==> src/rtl/interval_timer_pkg.sv <==
// Shared constants and types for the interval timer.
// It provides the interval selectors, the default durations and the countdown state.
package interval_timer_pkg;

    localparam int SEL_BASE = 0;
    localparam int SEL_EXT  = 1;
    localparam int SEL_YEL  = 2;

    localparam int DEF_BASE = 6;
    localparam int DEF_EXT  = 3;
    localparam int DEF_YEL  = 2;

    typedef enum logic {
        IDLE = 1'b0,
        RUN  = 1'b1
    } timer_state_e;

endpackage

==> src/rtl/interval_param_store.sv <==
// Programmable duration registers with zero clamping and out-of-range write rejection.
// Provides a registered readback and a combinational read port for timer loads.
module interval_param_store
    import interval_timer_pkg::*;
#(
    parameter int WIDTH         = 4,
    parameter int NUM_INTERVALS = 3,
    parameter int SEL_WIDTH     = 2,
    parameter logic [NUM_INTERVALS*WIDTH-1:0] DEFAULT_VALUES =
        {WIDTH'(DEF_YEL), WIDTH'(DEF_EXT), WIDTH'(DEF_BASE)}
) (
    input  logic                 clk,
    input  logic                 rst,
    input  logic                 prog,
    input  logic [SEL_WIDTH-1:0] tp_sel,
    input  logic [WIDTH-1:0]     time_value,
    input  logic [SEL_WIDTH-1:0] interval,
    output logic [WIDTH-1:0]     value,
    output logic [WIDTH-1:0]     rd_value,
    output logic                 rd_valid
);

    logic [WIDTH-1:0] param_q [NUM_INTERVALS];
    logic [WIDTH-1:0] param_d [NUM_INTERVALS];
    logic [WIDTH-1:0] value_q;
    logic [WIDTH-1:0] value_d;

    function automatic logic [WIDTH-1:0] clamp_zero(input logic [WIDTH-1:0] v);
        return (v == '0) ? WIDTH'(1) : v;
    endfunction

    // Selectors that match no slot simply fall through, rejecting the write.
    always_comb begin
        for (int i = 0; i < NUM_INTERVALS; i++) begin
            param_d[i] = param_q[i];
            if (prog && (tp_sel == SEL_WIDTH'(i))) begin
                param_d[i] = clamp_zero(time_value);
            end
        end
    end

    always_comb begin
        rd_value = '1;
        rd_valid = 1'b0;
        for (int i = 0; i < NUM_INTERVALS; i++) begin
            if (interval == SEL_WIDTH'(i)) begin
                rd_value = param_q[i];
                rd_valid = 1'b1;
            end
        end
        value_d = rd_value;
    end

    always_ff @(posedge clk) begin
        if (rst) begin
            for (int i = 0; i < NUM_INTERVALS; i++) begin
                param_q[i] <= DEFAULT_VALUES[i*WIDTH +: WIDTH];
            end
            value_q <= '0;
        end else begin
            for (int i = 0; i < NUM_INTERVALS; i++) begin
                param_q[i] <= param_d[i];
            end
            value_q <= value_d;
        end
    end

    assign value = value_q;

endmodule

==> src/rtl/interval_timer.sv <==
// Timing-parameter store plus a one-second countdown with a single-cycle expiry pulse.
// A start always outranks a tick, so a start in the final-tick cycle is a plain restart.
module interval_timer
    import interval_timer_pkg::*;
#(
    parameter int WIDTH         = 4,
    parameter int NUM_INTERVALS = 3,
    parameter int SEL_WIDTH     = 2,
    parameter logic [NUM_INTERVALS*WIDTH-1:0] DEFAULT_VALUES =
        {WIDTH'(DEF_YEL), WIDTH'(DEF_EXT), WIDTH'(DEF_BASE)}
) (
    input  logic                 clock,
    input  logic                 Reset_Sync,
    input  logic                 Prog_Sync,
    input  logic [SEL_WIDTH-1:0] TP_Selector,
    input  logic [WIDTH-1:0]     Time_Value,
    input  logic [SEL_WIDTH-1:0] Interval,
    input  logic                 Start_Timer,
    input  logic                 One_Hz_Enable,
    output logic [WIDTH-1:0]     Value,
    output logic [WIDTH-1:0]     Remaining,
    output logic                 Busy,
    output logic                 Expired
);

    logic [WIDTH-1:0] load_value;
    logic             load_valid;

    timer_state_e     state_q, state_d;
    logic [WIDTH-1:0] remaining_q, remaining_d;
    logic             expired_q, expired_d;

    interval_param_store #(
        .WIDTH          (WIDTH),
        .NUM_INTERVALS  (NUM_INTERVALS),
        .SEL_WIDTH      (SEL_WIDTH),
        .DEFAULT_VALUES (DEFAULT_VALUES)
    ) u_store (
        .clk        (clock),
        .rst        (Reset_Sync),
        .prog       (Prog_Sync),
        .tp_sel     (TP_Selector),
        .time_value (Time_Value),
        .interval   (Interval),
        .value      (Value),
        .rd_value   (load_value),
        .rd_valid   (load_valid)
    );

    // load_value is the pre-write parameter, so a same-cycle program never leaks into a start.
    always_comb begin
        state_d     = state_q;
        remaining_d = remaining_q;
        expired_d   = 1'b0;
        if (Start_Timer) begin
            if (load_valid) begin
                remaining_d = load_value;
                state_d     = RUN;
            end
        end else if ((state_q == RUN) && One_Hz_Enable) begin
            if (remaining_q > WIDTH'(1)) begin
                remaining_d = remaining_q - WIDTH'(1);
            end else begin
                remaining_d = '0;
                state_d     = IDLE;
                expired_d   = 1'b1;
            end
        end
    end

    always_ff @(posedge clock) begin
        if (Reset_Sync) begin
            state_q     <= IDLE;
            remaining_q <= '0;
            expired_q   <= 1'b0;
        end else begin
            state_q     <= state_d;
            remaining_q <= remaining_d;
            expired_q   <= expired_d;
        end
    end

    assign Remaining = remaining_q;
    assign Busy      = (state_q == RUN);
    assign Expired   = expired_q;

endmodule

==> config.mk <==
export PLATFORM = sky130hd
export DESIGN_NAME = interval_timer
export DESIGN_NICKNAME = d
export VERILOG_FILES = /design/src/rtl/interval_timer_pkg.sv /design/src/rtl/interval_param_store.sv /design/src/rtl/interval_timer.sv
export SDC_FILE = /design/constraint.sdc
export NUM_CORES = 1
export LEC_CHECK = 0
export ABC_AREA = 1
export ABC_CLOCK_PERIOD_IN_PS = 4000
export BUFFER_PORTS_ARGS = -buffer_cell sky130_fd_sc_hd__buf_2
export CAP_MARGIN = 20
export CELL_PAD_IN_SITES_DETAIL_PLACEMENT = 1
export CELL_PAD_IN_SITES_GLOBAL_PLACEMENT = 2
export CORE_AREA = 2 2 61 63
export DETAILED_ROUTE_END_ITERATION = 8
export DIE_AREA = 0 0 63 65
export PLACE_DENSITY_LB_ADDON = 0.1
export SLEW_MARGIN = 20
export SYNTH_ARGS = -nofsm -noshare
export SYNTH_HDL_FRONTEND = slang
export SYNTH_SLANG_ARGS = --single-unit
==> constraint.sdc <==
create_clock -name clock -period 4 [get_ports clock]
set_input_delay 0.6 -clock clock [delete_from_list [all_inputs] [get_ports clock]]
set_output_delay 0.6 -clock clock [all_outputs]
set_load 0.05 [all_outputs]
Yosys cells after proc, flatten, opt, wreduce, memory -nomap -nowiden
Memories as Yosys holds them, arrays and structs flattened. Cells that the tools add are included.

Flip-flop bits (word level): 10. Memory bits (writable): 12. Input bits: 13. Logic and storage cells: 53. Memories kept: 1.

Memory list: u_store.param_q (words 3, width 4, rd ports 3, clocked after memory_dff 0, wr ports 3, RTL line interval_param_store.sv:23) `logic [WIDTH-1:0] param_q [NUM_INTERVALS];`.

Add/sub/neg operators: 1. Magnitude comparators: 1. Eq/ne operators: 6. Mux-type cells: 25. Bitwise logic cells: 4. Reduce and logical (&&, ||, !) cells: 11.

Operators by type and width (number): 4-bit 2-to-1 mux (14); 1-bit 2-to-1 mux (11); 2-bit by 1-bit equality test with 1-bit output, second input constant (2); 2-bit equality test, second input constant (2); 4-bit by 1-bit greater-than comparator with 1-bit output, second input constant (1); 1-bit logical AND (4); 2-bit logical NOT (2); 4-bit logical NOT (1); 4-bit by 1-bit subtractor with 4-bit output, second input constant (1); 1-bit bitwise OR (3); 3-bit AND reduction (1); 3-bit OR reduction (1); 2-bit by 1-bit != test with 1-bit output, second input constant (1); 2-bit != test, second input constant (1); 2-bit AND reduction (1); 2-bit nonzero test (1); 1-bit NOT (1).

Depth between registers and ports, before layout
Gate-level depths: netlist of the first run.

Depth after elaboration: 6. Depth in mapped cells: 7. Mapped depth without buffers: 7.

Hierarchy
From an unflattened synthesis of the first run, not the netlist that was laid out.

Cell total of the unflattened synthesis: 149. Area, all modules: 1068.5 µm².

Modules (own cells, without submodules): interval_param_store (instances 1, cells each 100, area an instance 714.4 µm², sequential area each 320.3 µm²); interval_timer (instances 1, cells each 49, area an instance 354.1 µm², sequential area each 120.1 µm²).

Worst setup path before layout of the first run
No wires, ideal clock.

Path kind: register -> register. Start: register remaining_q[0] (netlist: Remaining[0]). End: register remaining_q[3] (netlist: Remaining[3]). Library setup time: 0.065 ns. Data arrival time: 1.643 ns. Slack: 2.293 ns. Stages on the path, launching flop included: 8. Buffers on the path: 0. Period minus slack after synthesis: 1.707 ns. Cells stage by stage: dfxtp_1 > inv_1 > ha_1 > o21ai_1 > nand2_1 > o21bai_1 > nor2_1 > nor2_1.

Cells in the longest elaborated chain, start to end: 4. Elaborated cells between the ends (all ways): 5.

RTL lines: start, declared (RTL line interval_timer.sv:30) `logic [WIDTH-1:0] remaining_q, remaining_d;`; start signal, assigned (RTL line interval_timer.sv:78) `remaining_q <= remaining_d;`; 4-bit by 1-bit subtractor with 4-bit output or 4-bit by 1-bit greater-than comparator with 1-bit output (tied branches) (RTL line interval_timer.sv:62, interval_timer.sv:61); 4-bit 2-to-1 mux * (RTL line interval_timer.sv:61) `if (remaining_q > WIDTH'(1)) begin`; 4-bit 2-to-1 mux * (RTL line interval_timer.sv:60) `end else if ((state_q == RUN) && One_Hz_Enable) begin`; 4-bit 2-to-1 mux * (RTL line interval_timer.sv:55) `if (Start_Timer) begin`.

Mark *: on every way between the ends. The rest lies on a longest branch, timed or not. The select of a mux whose other input is x is not followed. A chain may end at the register's enable or synchronous reset.

Worst setup path in the final report of the first run
Start: register remaining_q[2] (netlist: Remaining[2]). End: output port Remaining[2].

RTL lines: end, declared (RTL line interval_timer.sv:21) `output logic [WIDTH-1:0] Remaining,`.

No word-level cell between the ends.

==> results of run 1 <==
-- per-layer routing --
layer	global-route usage	vias up
met1	0.159	420
met4	0.0500	0
met5	0	-
li1	-	489
met3	0.0226	2
met2	0.270	15
-- through the flow --
step | hold slack [ns] | std cells | worst slack [ns] | util
after floorplan | 0.420 | 135 | 2.29 | -
after global placement | 0.450 | 203 | 2.42 | 0.327
after detailed placement | 0.452 | 203 | 2.42 | 0.327
after CTS | 0.471 | 206 | 2.35 | 0.333
after global routing | 0.498 | 206 | 2.24 | 0.333
final | 0.460 | 206 | 2.37 | 0.333
-- cell usage in the layout (no fill, tap or decap) --
cell type and count:
sky130_fd_sc_hd__o211ai_1 4, sky130_fd_sc_hd__nand2_2 1, sky130_fd_sc_hd__inv_1 20, sky130_fd_sc_hd__nand2_1 25
sky130_fd_sc_hd__o21ai_1 1, sky130_fd_sc_hd__inv_2 1, sky130_fd_sc_hd__nand3b_1 1, sky130_fd_sc_hd__nor2_2 1
sky130_fd_sc_hd__o21a_1 1, sky130_fd_sc_hd__o21ai_0 14, sky130_fd_sc_hd__a31oi_1 2, sky130_fd_sc_hd__xor2_1 1
sky130_fd_sc_hd__a21oi_1 14, sky130_fd_sc_hd__nand3_1 11, sky130_fd_sc_hd__dfxtp_1 22, sky130_fd_sc_hd__nor3_1 1
sky130_fd_sc_hd__or2_1 2, sky130_fd_sc_hd__nor2_1 8, sky130_fd_sc_hd__buf_2 22, sky130_fd_sc_hd__clkbuf_4 3
sky130_fd_sc_hd__ha_1 2, sky130_fd_sc_hd__o21bai_1 1
-- flip-flops by register name, indices dropped and copies added, names as in the netlist --
signal,flops
u_store.value,4
Remaining,4
Busy,1
Expired,1
u_store.param_q,12
-- power breakdown --
group / internal [µW] / switching, µW
combinational: 31.3 / 75.4
sequential: 233 / 8.82
clock: 35.2 / 69.7
-- cell type report --
type,instances,area (µm²),share of cell area
Timing Repair Buffer,22,110,0.0945
Inverter,21,78.8,0.0677
Clock buffer,3,22.5,0.0193
Multi-Input combinational cell,90,453,0.389
Sequential cell,22,440,0.378
Tap cell,48,60.1,0.0516
-- worst min-delay path by stage --
stage / from / end / depth (start not counted)
2_1_floorplan: u_store.param_q[0][6] / u_store.param_q[0][6] / 2
3_3_place_gp: u_store.param_q[0][6] / u_store.param_q[0][6] / 2
3_5_place_dp: u_store.param_q[0][6] / u_store.param_q[0][6] / 2
4_1_cts: u_store.param_q[0][6] / u_store.param_q[0][6] / 2
5_1_grt: u_store.param_q[0][6] / u_store.param_q[0][6] / 2
6_report: u_store.param_q[0][6] / u_store.param_q[0][6] / 2
-- cells by family (layout without fill, tap and decap cells) --
kind of cell,count (synthesis),count (layout)
DFF,22,22
and+or+nand+nor,50,50
xor gates and xnor gates,1,1
buffers and inverters,23,46
adders and majority gates,2,2
AOI/OAI and AO/OA,37,37
==> summary by stage, run 1 <==
Synthesis
Of the post-synthesis cell area, the dominant cell type holds 0.448. In the synthesized netlist the dominant register cell turns out to be sky130_fd_sc_hd__dfxtp_1. The synthesized design contains 22 register bits. After synthesis, the largest family of logic cells by area is simple AND/OR/NAND/NOR gates. The net count of the mapped netlist is 150.

Of the total synthesized cell area, the portion taken by XOR and XNOR cells is 0.00892. For this run, the number of Yosys warnings is 0. The gate count after technology mapping is 135. Counting instances in the post-synthesis netlist gives the leading cell types as sky130_fd_sc_hd__nand2_1 (25), sky130_fd_sc_hd__dfxtp_1 (22), sky130_fd_sc_hd__inv_1 (20). The async set-or-reset flop fraction in the synthesized netlist is 0. The synthesized-area fraction occupied by ao, oa, aoi and oai cells is 0.206. The synthesized-area fraction occupied by adder cells is 0.0255. By area the synthesized netlist is led by sky130_fd_sc_hd__dfxtp_1 (45%), sky130_fd_sc_hd__nand2_1 (9.6%), sky130_fd_sc_hd__inv_1 (7.6%). Yosys instantiated no cell more often than sky130_fd_sc_hd__nand2_1.

The cell area after technology mapping is 982 µm². The multiplexer area fraction after synthesis is 0. The proportion of synthesized chip area in sequential cells is 0.448. In this run the mean area of a mapped cell was 7.28 µm². Synthesis instantiated 21 different standard cells from the library. sky130_fd_sc_hd__dfxtp_1 takes more of the synthesized area than any other cell. The area fraction in and, or, nand and nor cells after synthesis is 0.220. In this run, synthesis inferred 0 flip-flops with an integrated enable.

Route
After detailed routing, the number of vias per cell comes to 4.50. The routed design uses 89 µm of met3 wire. The count of TritonRoute iterations in the first routing pass is 3.

Dividing the detail-routed wire length by the instance count gives 12.7 µm. The met1 layer wirelength in the final routing is 1180 µm. For this run, design rule violations remaining after detail routing come to 0.

The total length of routed met2 wires is 1320 µm. Routed signal wires occupy layers up through met4. The detailed router finished its first iteration with 39 violations. The count of nets left with antenna violations once routing finished came out at 0. The wire length reported by the detailed router is 2610 µm. Across all layers, the routed design uses 926 vias.

Setup path
STA classifies the critical path startpoint as a register. In this run the worst setup path terminates at Remaining[2]. The critical path goes through buf_2. The worst flop-to-flop path endpoint is Remaining[3]. In this run the critical register-to-register path is launched from Remaining[0].

The cell at the slowest stage of the critical path is sky130_fd_sc_hd__dfxtp_1. The worst register-to-register path has a depth of 7. The type of destination of the critical path is an output port. On the worst path, the slowest cell contributes a delay of 0.43 ns.

The largest driver fanout on the critical path is 5. The arrival time of the worst setup path is 1.03 ns. STA puts the critical path data required time at 3.40 ns. The most critical setup path has its startpoint at Remaining[2]. On the critical path the largest part of the delay comes from flip-flops. The critical path buffer and inverter count is 1.

The worst register-to-register path has a setup slack of 2.46 ns. In this run the number of cells on the critical path is 1. The type of the worst setup path is register to output port.

Timing
In the finished design, the share of the clock period the worst path needs comes to 0.407. Setup total negative slack on the finished layout was measured at 0 ns. The number of hold violations in the final report is 0. The maximum clock frequency is 614 MHz. The shortest clock period the worst path allows after layout is 1.63 ns. The count of pins over their slew limit came to 0. Across the routed clock network, the largest skew measured is 0.00762 ns. Setup violations remaining at the end of the flow were counted as 0.

The headroom to the max-slew limit is 0.716. Setup repair after global routing left no endpoint under its margin. The slew at the pin closest to its max-slew limit is 0.424 ns.

Clocking
After clock tree synthesis, the repair step resized 0 gates. The CTS clock-pin slew for the worst setup and hold paths is 0.13 ns. The insertion delay to the later sink of the worst-skew pair is 0.31 ns. For this design, the CTS-stage hold fixing added 0 buffers. TritonCTS built the clock tree. The setup fix buffers added after clock tree synthesis is 0. The library cell used as clock root buffer is sky130_fd_sc_hd__clkbuf_4. The count of H-tree levels built during CTS is 1. In this run, CTS created clock tree buffers numbering 3. Counting every sink on the clock net gives 22.

No sink is reached through more buffers than the 2 on the longest clock path.

Cells and area
The net count of the finished layout is 175. The total non-filler cell area in the finished layout is 1160 µm². The count of antenna diodes in the layout is 0. The share of post-route cells with drive strength above 1 is 0.177. The area growth from synthesis to final layout is 18.6%.

The number of filler instances in the final layout is 460.

Power
The static leakage is 0.000579 µW. The overall power of the completed layout is 454 µW. The worst ir drop on vdd is 152 µV. The ratio of total power to cell area is 389 nW/µm².

Placement
The post-place instance area is 1140 µm². After legalization and detailed placement, the total HPWL measured 2060 µm. The quantity of I/O buffers inserted on ports is 22. Routability-driven placement finished with a final weighted congestion of 0.783.

Die
The boundary pin count is 23. In this run the core area contains 22 standard-cell rows. In this run the vertical extent of the chip is 65 µm. The die covers 4100 µm². The die is 63 µm wide.

The initial core utilization is 0.281. The core region is 3500 µm².

Global route
For this run, the total global-route usage over all layers was measured as 0.142. The number of global-route vias before repair is 972. Entering global routing, the biggest net connects 16 pins.

The first global-routing pass estimated 4530 µm of wire. The sum of overflow across all layers after global routing is 0. The initial antenna violation count came to 0.

Outcome
The run finished with clean final reports.

Flow run
The max-cap violation count is 0.

Hold path
The class of the tightest hold or removal check is register to register.
Note: power is estimated with default switching activity, not from simulation.
==> run 2, diff against run 1 <==
Settings changed: ABC_AREA 1 to 0, ABC_CLOCK_PERIOD_IN_PS 4000 to 1400, CORE_AREA 2 2 61 63 to 2 2 65 67, DIE_AREA 0 0 63 65 to 0 0 67 69.
Clock period 4 ns to 1.4 ns, I/O delays scaled along.
==> summary by stage, run 2 <==
Cells and area
The number of filler instances in the final layout came to 485 (+5.4%). The share of post-route cells with drive strength above 1 is 0.411 (+0.234). The area growth from synthesis to layout is 27.2%.

The library cells used most frequently in the layout, excluding fill and tap cells, are sky130_fd_sc_hd__buf_2 (22), sky130_fd_sc_hd__dfxtp_1 (19), sky130_fd_sc_hd__nor2_1 (14). The largest register by flop count is u_store.param_q. The commonest non-fill, non-tap cell in the layout is sky130_fd_sc_hd__buf_2. The count of antenna diodes in the layout is 0 (unchanged). The number of flip-flops in the largest register was 12 (unchanged). The net count of the finished layout came to 157 (-10%). The number of standard cells in the final layout excluding fillers is 191 (-7.3%).

Setup path
The required arrival time at the worst endpoint is 1.58 ns (-1.82 ns). The critical path startpoint is Remaining[0]. The largest driver fanout on the critical path was 3 (-2). The capture point of the critical path is Remaining[0]. The worst setup path is captured at a register. The arrival time of the worst setup path is 1.56 ns (+0.53 ns). The nature of the critical path startpoint is a register.

The worst flop-to-flop path endpoint is Remaining[0]. The type of the worst setup path is register to register. In this run the critical register-to-register path is launched from Remaining[0]. The worst setup slack for register-to-register paths is 0.02 ns (-2.44 ns).

The number of cells on the worst reg-to-reg path is 6 (-1).

Power
The static leakage is 0.000595 µW (+2.8%). The switching power of the nets is 475 µW (+210%). The overall power of the completed layout is 1590 µW (+250%). The switching part of the total is 0.298 (-0.0410).

The ratio of total power to cell area was 1140 nW/µm² (+190%). The worst ir drop on vdd is 345 µV (+130%). The cell-internal power was 1120 µW (+270%). The share of total power in sequential cells is 0.433 (-0.101). The share of total power in combinational logic is 0.228 (-0.007).

The clock network fraction of design power came to 0.339 (+0.108).

Synthesis
The proportion of synthesized chip area in sequential cells came to 0.400 (-0.0484). By count the netlist is led by sky130_fd_sc_hd__dfxtp_1 (22), sky130_fd_sc_hd__nor2_1 (14), sky130_fd_sc_hd__mux2i_1 (10), sky130_fd_sc_hd__nand2_1 (10), sky130_fd_sc_hd__mux2_2 (4). The number of warnings reported in the yosys synthesis log is 0 (unchanged).

The number of flops mapped to enable cells by yosys is 0 (unchanged). By area the synthesized netlist is led by sky130_fd_sc_hd__dfxtp_1 (40%), sky130_fd_sc_hd__mux2i_1 (9.1%), sky130_fd_sc_hd__nor2_1 (4.8%). Summed over all instances, the cell type with the most area after synthesis is sky130_fd_sc_hd__dfxtp_1.

The gate count after technology mapping is 112 (-17%). The predominant post-synthesis flop cell is sky130_fd_sc_hd__dfxtp_1. The share of Yosys cell area claimed by the top area cell type is 0.400 (-0.0484).

The average footprint of a synthesized cell was 9.83 µm² (+35%). The cell area after technology mapping was 1100 µm² (+12%). The async set-or-reset flop fraction in the synthesized netlist is 0 (unchanged). The net count of the mapped netlist is 127 (-15%). The number of distinct library cells after synthesis is 40 (+90%). Among all cell types in the netlist, the one instantiated most often is sky130_fd_sc_hd__dfxtp_1. The number of synthesized register bits is 22 (unchanged).

Clocking
CTS placed an instance of sky130_fd_sc_hd__clkbuf_8 at the clock tree root. The CTS buffer count was 3 (unchanged). The count of H-tree levels built during CTS is 1 (unchanged).

The CTS clock-pin slew for the worst setup and hold paths is 0.09 ns (-0.04 ns). The insertion delay to the later sink of the worst-skew pair is 0.27 ns (-0.04 ns). The count of clock tree sinks is 22 (unchanged).

TritonCTS built the clock tree. The maximum buffer depth of the clock tree is 2 (unchanged).

Placement
The quantity of I/O buffers inserted on ports is 22 (unchanged). The final RePlAce weighted congestion is 0.740 (-5.4%). The total instance count after detailed placement was 182 (-10%).

The minimum setup slack after placement came to -0.0417 ns (-2.46 ns). The total half-perimeter wirelength after legalization and detailed placement is 2110 µm (+2.6%).

Route
The routed via count was 938 (+1.3%). The count of TritonRoute iterations in the first routing pass came to 3 (unchanged). The number of vias per cell is 4.91 (+9.3%).

The count of routing violations after the opening detailed-route iteration is 22 (-44%). The number of nets with antenna violations after routing is 0 (unchanged). The number of design rule violations left after detail routing was 0 (unchanged). The routed length per placed instance is 14.6 µm (+16%). The wire length reported by the detailed router came to 2790 µm (+7.1%).

Outcome
The run finished with clean final reports.

Die
The boundary pin count was 23 (unchanged). The number of cell rows was 23 (+4.5%). The initial core utilization is 0.281 (+0.000371).

The core region area is 3910 µm² (+12%). The die width was 67 µm (+6.3%). The die outline area is 4620 µm² (+13%). The die height was 69 µm (+6.2%).

Timing
The number of setup violations in the final report is 0 (unchanged). The count of pins over their slew limit was 0 (unchanged). The number of hold violations in the final report was 0 (unchanged). Of the available clock period, the critical path in the final layout requires 0.983.

The slew at the pin closest to its max-slew limit is 0.340 ns (-0.0840 ns). The headroom to the max-slew limit is 0.773 (+0.0572). The setup skew after layout is 0.00258 ns (-0.00503 ns). The maximum clock frequency is 727 MHz. Setup repair after global routing could not meet its margin everywhere. The worst path setup slack after routing is 0.0242 ns (-2.35 ns).

The shortest clock period the worst path allows after layout is 1.38 ns.

Global route
The number of global-route vias before repair is 951 (-2.2%). The overall routing resource usage was 0.132 (-0.00993). The global-route wire length before repair came to 4700 µm (+3.8%). The largest net degree at the start of global routing is 16 (unchanged). The initial antenna violation count is 0 (unchanged).

The sum of overflow across all layers after global routing was 0 (unchanged).

Hold path
The min-delay analysis places its worst path in the category primary input to register.

Flow run
The max-cap violation count came to 0 (unchanged).
run 2: changes by cell type in the layout (fill, tap and decap cells not counted), sizes merged, moves of 4 or more:
cell	previous run	this run
mux2i	0	10
inv	21	3
o21ai	15	2
mux2	0	4
nand2	26	10
nor2	9	14
nand3	11	0
a21oi	14	3
buf	22	31
run 2: worst min path at each step:
stage | from | endpoint | slack, ns | cells past startpoint
finish | Time_Value[2] | u_store.param_q[0][2] | 0.20 | 3
floorplan | Reset_Sync | Remaining[0] | 0.27 | 1
global placement | u_store.param_q[0][4] | u_store.param_q[0][4] | 0.46 | 2
detailed placement | u_store.param_q[0][4] | u_store.param_q[0][4] | 0.48 | 2
global route | Time_Value[2] | u_store.param_q[0][2] | 0.22 | 3
CTS | Time_Value[2] | u_store.param_q[0][2] | 0.20 | 3
run 2: cell type report:
| type | count | area [µm²] | area share |
|---|---|---|---|
| clock buffer | 4 | 66.3 | 0.0474 |
| inverter | 4 | 20.0 | 0.0143 |
| multi-input combinational | 80 | 624 | 0.446 |
| sequential | 22 | 449 | 0.321 |
| tap | 50 | 62.6 | 0.0447 |
| timing repair buffer | 31 | 178 | 0.127 |
run 2: stage by stage:
stage,TNS (ns),hold WS (ns),utilization,cell area [µm²]
3_5_place_dp,-0.0685,0.476,0.329,1290
6_report,0,0.204,0.358,1400
3_3_place_gp,0,0.463,0.329,1290
2_1_floorplan,-0.108,0.267,-,1130
5_1_grt,-0.0839,0.223,0.358,1400
4_1_cts,0,0.205,0.352,1380
run 2: repair_timing:
item | 4_1_cts | 5_1_grt
gates resized for setup | 2 | 0
endpoints found under the hold margin | 0 | 0
setup buffers | 2 | 3
pin swaps | 3 | 6
setup endpoints to repair | 3 | 3
hold buffers | 0 | 0
gates cloned | 0 | 0
run 2: critical path, cell delays in order, from the launching register on:
cell                       delay, ns
sky130_fd_sc_hd__dfxtp_4        0.38
sky130_fd_sc_hd__inv_4          0.04
sky130_fd_sc_hd__ha_4           0.14
sky130_fd_sc_hd__or2_4          0.26
sky130_fd_sc_hd__a21oi_4        0.19
sky130_fd_sc_hd__a21oi_2        0.07
sky130_fd_sc_hd__a221oi_2       0.21
run 2: power groups by stage:
stage          Combinational [µW]  Clock [µW]  Sequential (µW)
6_report                      362         539              689
5_1_grt                       396         577              695
4_1_cts                       352         550              689
3_5_place_dp                  330           0              706
3_3_place_gp                  328           0              706
2_1_floorplan                 174           0              776
run 2: cell families (layout without fill, tap and decap cells):
group	Yosys count	after routing	synth area share
AO/OA/AOI/OAI	25	25	0.199
flip-flops	22	22	0.400
buffers and inverters	10	39	0.0557
AND/OR/NAND/NOR	39	39	0.191
multiplexers	14	14	0.132
adder cells (fa/ha/maj)	2	2	0.0227
run 2: metal layers:
metal / track usage / vias up / part of all wire
met5: 0 / - / 0
met4: 0.0476 / 0 / 0.016
met3: 0.0277 / 5 / 0.036
met2: 0.201 / 14 / 0.47
met1: 0.181 / 449 / 0.48
li1: - / 470 / -
